`src/rtl/readout_rx_meas_window_scheduler.sv`:
```
// -----------------------------------------------------------------------------
// readout_rx_meas_window_scheduler
// Time-multiplexes one readout_rx state-decision unit (SDU) across NUM_QUBIT
// qubits. Keeps a per-qubit table of SDU coefficients. For each accepted
// measurement request it loads that qubit's coefficients into the SDU, which is
// skipped when they are already resident. It then frames the integration window
// with start/finish strobes. Finally it returns the SDU result tagged with the
// qubit id, or a timeout response if no result arrives.
//
// Ports
//   i_clk, i_rst_n                 clock (rising edge), async active-low reset
//   i_tbl_wr_en/qubit/addr/data    host write into the coefficient table
//   i_req_valid, o_req_ready       request handshake (ready only while idle)
//   i_req_qubit, i_req_window      qubit to measure, number of valid samples
//   i_sample_valid_in              sample strobe shared with the SDU valid_in
//   o_sdu_coeff_wr_en/addr/data    coefficient load port towards the SDU
//   o_sdu_start_count/finish_count window framing towards the SDU
//   i_sdu_valid_meas_result_in     SDU result strobe
//   i_sdu_meas_result_in           SDU state decision bit
//   o_rsp_valid                    one-cycle response pulse
//   o_rsp_qubit/result/timeout     response tag, state bit, timeout flag (held)
// -----------------------------------------------------------------------------
module readout_rx_meas_window_scheduler #(
    parameter int unsigned DATA_WIDTH                = 16,
    parameter int unsigned STATE_DECISION_ADDR_WIDTH = 1,
    parameter int unsigned NUM_QUBIT                 = 4,
    parameter int unsigned QUBIT_ID_WIDTH            = 2,
    parameter int unsigned WINDOW_WIDTH              = 16,
    parameter int unsigned TIMEOUT_CYCLES            = 64
) (
    input  logic                                 i_clk,
    input  logic                                 i_rst_n,
    input  logic                                 i_tbl_wr_en,
    input  logic [QUBIT_ID_WIDTH-1:0]            i_tbl_wr_qubit,
    input  logic [STATE_DECISION_ADDR_WIDTH-1:0] i_tbl_wr_addr,
    input  logic [DATA_WIDTH-1:0]                i_tbl_wr_data,
    input  logic                                 i_req_valid,
    output logic                                 o_req_ready,
    input  logic [QUBIT_ID_WIDTH-1:0]            i_req_qubit,
    input  logic [WINDOW_WIDTH-1:0]              i_req_window,
    input  logic                                 i_sample_valid_in,
    output logic                                 o_sdu_coeff_wr_en,
    output logic [STATE_DECISION_ADDR_WIDTH-1:0] o_sdu_coeff_wr_addr,
    output logic [DATA_WIDTH-1:0]                o_sdu_coeff_wr_data,
    output logic                                 o_sdu_start_count,
    output logic                                 o_sdu_finish_count,
    input  logic                                 i_sdu_valid_meas_result_in,
    input  logic                                 i_sdu_meas_result_in,
    output logic                                 o_rsp_valid,
    output logic [QUBIT_ID_WIDTH-1:0]            o_rsp_qubit,
    output logic                                 o_rsp_result,
    output logic                                 o_rsp_timeout
);

    localparam int unsigned AW        = STATE_DECISION_ADDR_WIDTH;
    localparam int unsigned NUM_WORDS = 1 << AW;
    localparam int unsigned TMR_W     = (TIMEOUT_CYCLES > 2) ? $clog2(TIMEOUT_CYCLES) : 1;
    localparam logic [AW-1:0]    LAST_ADDR = AW'(NUM_WORDS - 1);
    localparam logic [TMR_W-1:0] TMR_LAST  = TMR_W'(TIMEOUT_CYCLES - 1);

    typedef enum logic [2:0] {
        S_IDLE,
        S_LOAD,
        S_COUNT,
        S_WAIT,
        S_RESP
    } state_t;

    state_t                      r_state;
    state_t                      w_next;

    logic [DATA_WIDTH-1:0]       r_table [NUM_QUBIT][NUM_WORDS];
    logic [QUBIT_ID_WIDTH-1:0]   r_qubit;
    logic [WINDOW_WIDTH-1:0]     r_win;
    logic [AW-1:0]               r_addr;
    logic [WINDOW_WIDTH-1:0]     r_cnt;
    logic [TMR_W-1:0]            r_tmr;
    logic [QUBIT_ID_WIDTH-1:0]   r_loaded_qubit;
    logic                        r_loaded_valid;
    logic                        r_load_dirty;
    logic [QUBIT_ID_WIDTH-1:0]   r_rsp_qubit;
    logic                        r_rsp_result;
    logic                        r_rsp_timeout;

    logic                        w_tbl_wr_ok;
    logic                        w_tbl_wr_loaded;
    logic                        w_tbl_wr_cur;
    logic                        w_skip;
    logic [DATA_WIDTH-1:0]       w_rd_data;
    logic                        w_accept;
    logic                        w_load_last;
    logic                        w_result_hit;
    logic                        w_timeout_hit;

    // Table write qualification and hits against the resident / in-flight qubit
    assign w_tbl_wr_ok     = i_tbl_wr_en && (32'(i_tbl_wr_qubit) < NUM_QUBIT);
    assign w_tbl_wr_loaded = w_tbl_wr_ok && (i_tbl_wr_qubit == r_loaded_qubit);
    assign w_tbl_wr_cur    = w_tbl_wr_ok && (i_tbl_wr_qubit == r_qubit);

    // Resident coefficients are reusable only if not being overwritten right now
    assign w_skip = r_loaded_valid && (i_req_qubit == r_loaded_qubit) && !w_tbl_wr_loaded;

    // Combinational read: a same-cycle write is only visible on the next cycle
    assign w_rd_data = r_table[r_qubit][r_addr];

    assign o_rsp_qubit   = r_rsp_qubit;
    assign o_rsp_result  = r_rsp_result;
    assign o_rsp_timeout = r_rsp_timeout;

    // State register
    always_ff @(posedge i_clk or negedge i_rst_n) begin
        if (!i_rst_n) begin
            r_state <= S_IDLE;
        end else begin
            r_state <= w_next;
        end
    end

    // Next-state and SDU-facing strobes
    always_comb begin
        w_next              = r_state;
        o_req_ready         = 1'b0;
        o_sdu_coeff_wr_en   = 1'b0;
        o_sdu_coeff_wr_addr = '0;
        o_sdu_coeff_wr_data = '0;
        o_sdu_start_count   = 1'b0;
        o_sdu_finish_count  = 1'b0;
        o_rsp_valid         = 1'b0;
        w_accept            = 1'b0;
        w_load_last         = 1'b0;
        w_result_hit        = 1'b0;
        w_timeout_hit       = 1'b0;
        case (r_state)
            S_IDLE: begin
                o_req_ready = 1'b1;
                if (i_req_valid) begin
                    w_accept = 1'b1;
                    w_next   = w_skip ? S_COUNT : S_LOAD;
                end
            end
            S_LOAD: begin
                o_sdu_coeff_wr_en   = 1'b1;
                o_sdu_coeff_wr_addr = r_addr;
                o_sdu_coeff_wr_data = w_rd_data;
                if (r_addr == LAST_ADDR) begin
                    w_load_last = 1'b1;
                    w_next      = S_COUNT;
                end
            end
            S_COUNT: begin
                if (i_sample_valid_in) begin
                    o_sdu_start_count = (r_cnt == '0);
                    if (r_cnt == (r_win - WINDOW_WIDTH'(1))) begin
                        o_sdu_finish_count = 1'b1;
                        w_next             = S_WAIT;
                    end
                end
            end
            S_WAIT: begin
                // A result in the last timer cycle beats the timeout
                if (i_sdu_valid_meas_result_in) begin
                    w_result_hit = 1'b1;
                    w_next       = S_RESP;
                end else if (r_tmr == TMR_LAST) begin
                    w_timeout_hit = 1'b1;
                    w_next        = S_RESP;
                end
            end
            S_RESP: begin
                o_rsp_valid = 1'b1;
                w_next      = S_IDLE;
            end
            default: begin
                w_next = S_IDLE;
            end
        endcase
    end

    // Coefficient table
    always_ff @(posedge i_clk or negedge i_rst_n) begin
        if (!i_rst_n) begin
            for (int q = 0; q < int'(NUM_QUBIT); q++) begin
                for (int a = 0; a < int'(NUM_WORDS); a++) begin
                    r_table[q][a] <= '0;
                end
            end
        end else if (w_tbl_wr_ok) begin
            r_table[i_tbl_wr_qubit][i_tbl_wr_addr] <= i_tbl_wr_data;
        end
    end

    // Request latch, load address, sample counter and wait timer
    always_ff @(posedge i_clk or negedge i_rst_n) begin
        if (!i_rst_n) begin
            r_qubit <= '0;
            r_win   <= WINDOW_WIDTH'(1);
            r_addr  <= '0;
            r_cnt   <= '0;
            r_tmr   <= '0;
        end else begin
            if (w_accept) begin
                r_qubit <= i_req_qubit;
                r_win   <= (i_req_window == '0) ? WINDOW_WIDTH'(1) : i_req_window;
            end
            r_addr <= (r_state == S_LOAD) ? r_addr + AW'(1) : '0;
            if (r_state != S_COUNT) begin
                r_cnt <= '0;
            end else if (i_sample_valid_in) begin
                r_cnt <= r_cnt + WINDOW_WIDTH'(1);
            end
            r_tmr <= (r_state == S_WAIT) ? r_tmr + TMR_W'(1) : '0;
        end
    end

    // Tracks which qubit's coefficients are resident in the SDU
    always_ff @(posedge i_clk or negedge i_rst_n) begin
        if (!i_rst_n) begin
            r_loaded_qubit <= '0;
            r_loaded_valid <= 1'b0;
            r_load_dirty   <= 1'b0;
        end else begin
            // A write to the qubit being loaded may leave a stale word in the SDU
            if (w_accept) begin
                r_load_dirty <= 1'b0;
            end else if ((r_state == S_LOAD) && w_tbl_wr_cur) begin
                r_load_dirty <= 1'b1;
            end

            if (w_load_last) begin
                r_loaded_qubit <= r_qubit;
                r_loaded_valid <= !(r_load_dirty || w_tbl_wr_cur);
            end else if ((w_accept && !w_skip) || w_timeout_hit || w_tbl_wr_loaded) begin
                r_loaded_valid <= 1'b0;
            end
        end
    end

    // Response registers, held between responses
    always_ff @(posedge i_clk or negedge i_rst_n) begin
        if (!i_rst_n) begin
            r_rsp_qubit   <= '0;
            r_rsp_result  <= 1'b0;
            r_rsp_timeout <= 1'b0;
        end else if (w_result_hit) begin
            r_rsp_qubit   <= r_qubit;
            r_rsp_result  <= i_sdu_meas_result_in;
            r_rsp_timeout <= 1'b0;
        end else if (w_timeout_hit) begin
            r_rsp_qubit   <= r_qubit;
            r_rsp_result  <= 1'b0;
            r_rsp_timeout <= 1'b1;
        end
    end

endmodule

```
`config.mk`:
```
export PLATFORM = sky130hd
export DESIGN_NAME = readout_rx_meas_window_scheduler
export DESIGN_NICKNAME = d
export VERILOG_FILES = /design/src/rtl/readout_rx_meas_window_scheduler.sv
export SDC_FILE = /design/constraint.sdc
export NUM_CORES = 1
export LEC_CHECK = 0
export ABC_AREA = 0
export BUFFER_PORTS_ARGS = -buffer_cell sky130_fd_sc_hd__buf_2
export CELL_PAD_IN_SITES_DETAIL_PLACEMENT = 1
export CELL_PAD_IN_SITES_GLOBAL_PLACEMENT = 2
export CORE_MARGIN = 3
export CORE_UTILIZATION = 38
export CTS_CLUSTER_DIAMETER = 120
export DETAILED_ROUTE_END_ITERATION = 10
export MAX_ROUTING_LAYER = met4
export PLACE_DENSITY_LB_ADDON = 0.3
export SETUP_SLACK_MARGIN = 0.4
export SYNTH_ARGS = -nofsm -noshare
export SYNTH_HDL_FRONTEND = slang
export SYNTH_SLANG_ARGS = --single-unit
export TNS_END_PERCENT = 30
```
`constraint.sdc`:
```
create_clock -name i_clk -period 2.2 [get_ports i_clk]
set_clock_uncertainty 0.15 [all_clocks]
set_input_delay 0.22 -clock i_clk [delete_from_list [all_inputs] [get_ports i_clk]]
set_output_delay 0.22 -clock i_clk [all_outputs]
set_load 0.02 [all_outputs]
```
==> summary.txt <==
Worst setup path
  • Crit-path max FO: 2
  • RR Startpoint: r_win[0]
  • Crit-path cells: inv_2, ha_4, xnor2_1, a211o_1, or4_1, nor2_1, nand4_1, nor2_4, buf_6
  • CP Data Required Time: between 1.5 and 2 ns
  • R2r worst-path depth: 9
  • Arr. time, crit path: between 2 and 3 ns
  • Worst setup SP type: flop
  • Delay-heaviest family, CP: simple AND/OR/NAND/NOR gates
  • Combined buffer and inverter count along the critical path: 2
  • Stages on worst setup path: 9
  • Crit end category: output port
  • CP max-delay cell: dfstp_2
  • CP Launch Point: r_win[0]
  • Critical path class: reg2out
  • CP max stage delay: roughly 0.54 ns

Detailed routing
  • Via density: 5.441
  • Via count: 6219
  • Drt wl/cell: 21.68 microns
  • Router iterations before antenna repair: 4
  • Routed Antenna Nets: 0
  • DRC Markers: 0
  • Final WL: 24780 microns
  • Drt first-iter violations: 248

Power
  • Pwr per Cell Area: 1163 nW/um^2
  • Clk pwr share: 22.8%
  • NetSw: 4.745 mW
  • Power, Total: about 13 mW
  • Leak: 4.927 nW
  • Int Power: 8.733 mW
  • Logic pwr share: 42.9%
  • Sequential Power Share: 34.3%
  • IR drop worst, VDD: 0.5297 mV
  • Sw Ratio: between 30% and 40%

Global routing
  • GR Overflow Total: 0
  • Largest net degree at the start of global routing: 60
  • Vias in the first global route: between 7000 and 8000
  • Tot GR Track Use: 20.57%
  • First-pass GRT wire length: around 38000 microns
  • Antenna violations before repair: 0

Floorplan
  • Height of the die: 157.8 microns
  • Top-Level Pins: 70
  • Core ar.: 22230 sq um
  • FP Rows: 54
  • Initial core utilization: 39.37%
  • Die width: 157.8 microns
  • Die Area: 24890 sq um

Hold path
  • Worst hold path class: in2reg
  • Worst Hold Launch: i_tbl_wr_data[14]
  • Hold depth: 2

Yosys
  • Mapped cell area: around 8800 sq um
  • Ys Warns: 0
  • Complex-gate fraction of the synthesized area: 3.946%
  • Post-synthesis sequential area ratio: between 50% and 60%
  • Post-synthesis cell type count: 58
  • Syn Inst Count: 683
  • Synthesized Nets: 731
  • Synth Area in Adders: 0.5719%
  • Multiplexer share of the synthesized area: between 20% and 30%
  • EDFF count, synth: 0
  • Syn avg cell area: 12.81 sq um
  • Main combinational cell family by area after synthesis: multiplexers
  • Simple-gate share of the synthesized area: 10.22%
  • #FFs+latches synth: 180
  • Xor/xnor share of the synthesized area: about 3.5%
  • Ys async rst share: 100.0%
  • Top FF cell, synth: dfrtp_1

Clocking
  • TritonCTS buffer count: 17
  • TritonCTS clock tree: yes
  • Sink Count: between 150 and 200
  • Clk slew on worst S/H paths: 0.08 ns
  • CTS Buffer Depth: 2
  • Later-pin clock latency in the skew report: 0.44 ns
  • H-tree levels: 4
  • Clock Tree Root: clkbuf_16

STA
  • Endpoints failing setup: 28
  • Slew @ Worst Pin: 0.6440 ns
  • Final hold violations: 0
  • Max Fclk: 331.2 MHz
  • Hold slack: 0.02876 ns
  • Final setup margin: -0.8194 ns
  • Final period util: 137.2%
  • Sum Neg Setup Slack: -5.642 ns
  • Slew headroom: 57.06%
  • Fin crit period: 3.019 ns
  • Pins Over Slew Limit: 0
  • Unrepaired setup endpoints after global routing: yes

Outcome
  • Failing checks: setup timing
  • Status: finished with violations

Placed design
  • Dpl ws: -0.4969 ns
  • IO Port Bufs: 69
  • Routability cong.: about 0.78
  • Placed cell areas: 10030 sq um
  • DPL Wire Length: 15910 microns

Final layout
  • Final Cell Area: 11580 sq um
  • Layout cells sized above 1: 49.13%
  • Layout Nets: 898
  • Fillers: 2228
  • Layout overhead on the synthesized area: 32.39%
  • Ant diodes: 0

Job
  • Max-Cap Viols: 0
## worst register-to-register path: cells and delay by family (launching register included)
family | cells | cell delay [ns]
simple gates | 3 | 0.81
flops | 1 | 0.54
compound gates | 2 | 0.31
buf+inv | 2 | 0.25
fa+ha+maj | 1 | 0.20
xor+xnor | 1 | 0.13
## cell usage after synthesis, types with 2 or more instances
| cell type | n | area [sq um] |
|---|---|---|
| and2_1 | 2 | 12.51 |
| nand3b_1 | 2 | 15.01 |
| clkbuf_1 | 26 | 97.59 |
| buf_2 | 10 | 50.05 |
| nor3b_2 | 3 | 37.54 |
| nand4_1 | 10 | 62.56 |
| and3_1 | 4 | 25.02 |
| nor4b_1 | 2 | 17.52 |
| and4_1 | 2 | 17.52 |
| or3_1 | 9 | 56.30 |
| xnor2_1 | 21 | 183.9 |
| nand3_1 | 12 | 60.06 |
| mux2i_1 | 4 | 40.04 |
| mux4_2 | 32 | 720.7 |
| nor2b_1 | 2 | 12.51 |
| nand2_1 | 46 | 172.7 |
| mux2_2 | 149 | 1678 |
| xor2_1 | 14 | 122.6 |
| ha_1 | 4 | 50.05 |
| clkbuf_2 | 2 | 10.01 |
| a21oi_1 | 29 | 145.1 |
| nor3_1 | 12 | 60.06 |
| inv_1 | 12 | 45.04 |
| dfrtp_1 | 179 | 4479 |
| nor4_1 | 9 | 56.30 |
| o21ai_0 | 15 | 75.07 |
| nor2_1 | 36 | 135.1 |
| nor3b_1 | 3 | 22.52 |
| nand4b_1 | 3 | 26.28 |
## routing by layer
layer  vias up  wire length (microns)  global-route usage, %  part of all wire (%)
li1       2816                      -                      -                     -
met1      3297                  10050                  23.94                    41
met2        85                  13720                  37.31                    55
met3        21                    733                  3.362                   3.0
met4         0                    268                  4.752                   1.1
met5         -                      0                      -                     0
## layout by cell type, fill, tap and decap left out, types with 4 or more instances in the layout
master / netlist / layout
buf_2: 10 / 47
dlygate4sd3_1: 0 / 36
dfrtp_1: 179 / 178
xor2_1: 14 / 14
or3_4: 0 / 5
clkbuf_16: 0 / 21
inv_6: 0 / 5
mux2_4: 0 / 17
nor4_1: 9 / 9
buf_12: 0 / 8
nor3_1: 12 / 9
nand4_1: 10 / 10
or3_1: 9 / 4
nand3_1: 12 / 12
inv_1: 12 / 9
mux2_2: 149 / 132
nor2_1: 36 / 31
buf_6: 0 / 24
mux2i_1: 4 / 4
a21oi_1: 29 / 10
a21oi_4: 0 / 16
inv_8: 0 / 5
nand2_1: 46 / 43
buf_4: 0 / 68
xnor2_1: 21 / 20
mux4_2: 32 / 32
o21ai_0: 15 / 13
## area by class of cell
class	instances	area (sq um)	area share, %
inverters	13	53.80	0.4644
flip-flops and latches	180	4507	38.90
clock buffers	18	439.2	3.791
clock inverters	14	153.9	1.328
well taps	280	350.3	3.024
multi-input cells	451	4444	38.36
repair buffers	187	1637	14.13
## per-stage QoR
stage | std cells | util (%)
6_report | 1143 | 52.12
5_1_grt | 1143 | 52.12
4_1_cts | 1132 | 50.36
3_5_place_dp | 1061 | 45.11
3_3_place_gp | 1061 | 45.11
2_1_floorplan | 683 | -
## kinds of logic (layout without fill, tap and decap cells)
kind of cell	after synthesis	after routing
AND/OR/NAND/NOR	168	168
XOR/XNOR	35	35
multiplexers	185	185
flip-flops	180	180
adder cells (fa/ha/maj)	4	4
buffers and inverters	52	232
AO/OA/AOI/OAI	59	59
## power groups by stage
stage	Sequential, mW	Combinational (mW)	Clock, mW
3_5_place_dp	4.71	4.87	0
4_1_cts	4.64	5.26	3.13
2_1_floorplan	4.58	3.34	0
6_report	4.63	5.78	3.07
3_3_place_gp	4.61	4.70	0
5_1_grt	4.72	6.23	3.30
## state kept, by name, summed over array words and instances (netlist names)
| register | count |
|---|---|
| r_table | 128 |
| r_cnt | 16 |
| r_win | 16 |
| r_tmr | 6 |
| r_state | 3 |
| o_rsp_qubit | 2 |
| r_loaded_qubit | 2 |
| r_qubit | 2 |
| o_rsp_result | 1 |
| o_rsp_timeout | 1 |
| r_addr | 1 |
| r_load_dirty | 1 |
| r_loaded_valid | 1 |
## final timing paths
check | slack, ns | end
min in group asynchronous | 0.19 | o_rsp_timeout
min | 0.03 | r_table[14]
min reg2reg | 0.35 | r_tmr[0]
max in group asynchronous | 0.97 | r_table[117]
max reg2reg | -0.26 | r_state[0]
max | -0.82 | o_sdu_finish_count
## timing repair
item                                    CTS  global route
pin swaps                                 7            19
hold endpoints to repair                194             0
hold buffers                             36             0
endpoints found under the setup margin   55            59
cloned                                    0             5
gates resized for setup                  56            50
setup buffers                             3             6
(Power assumes the default switching activity.)
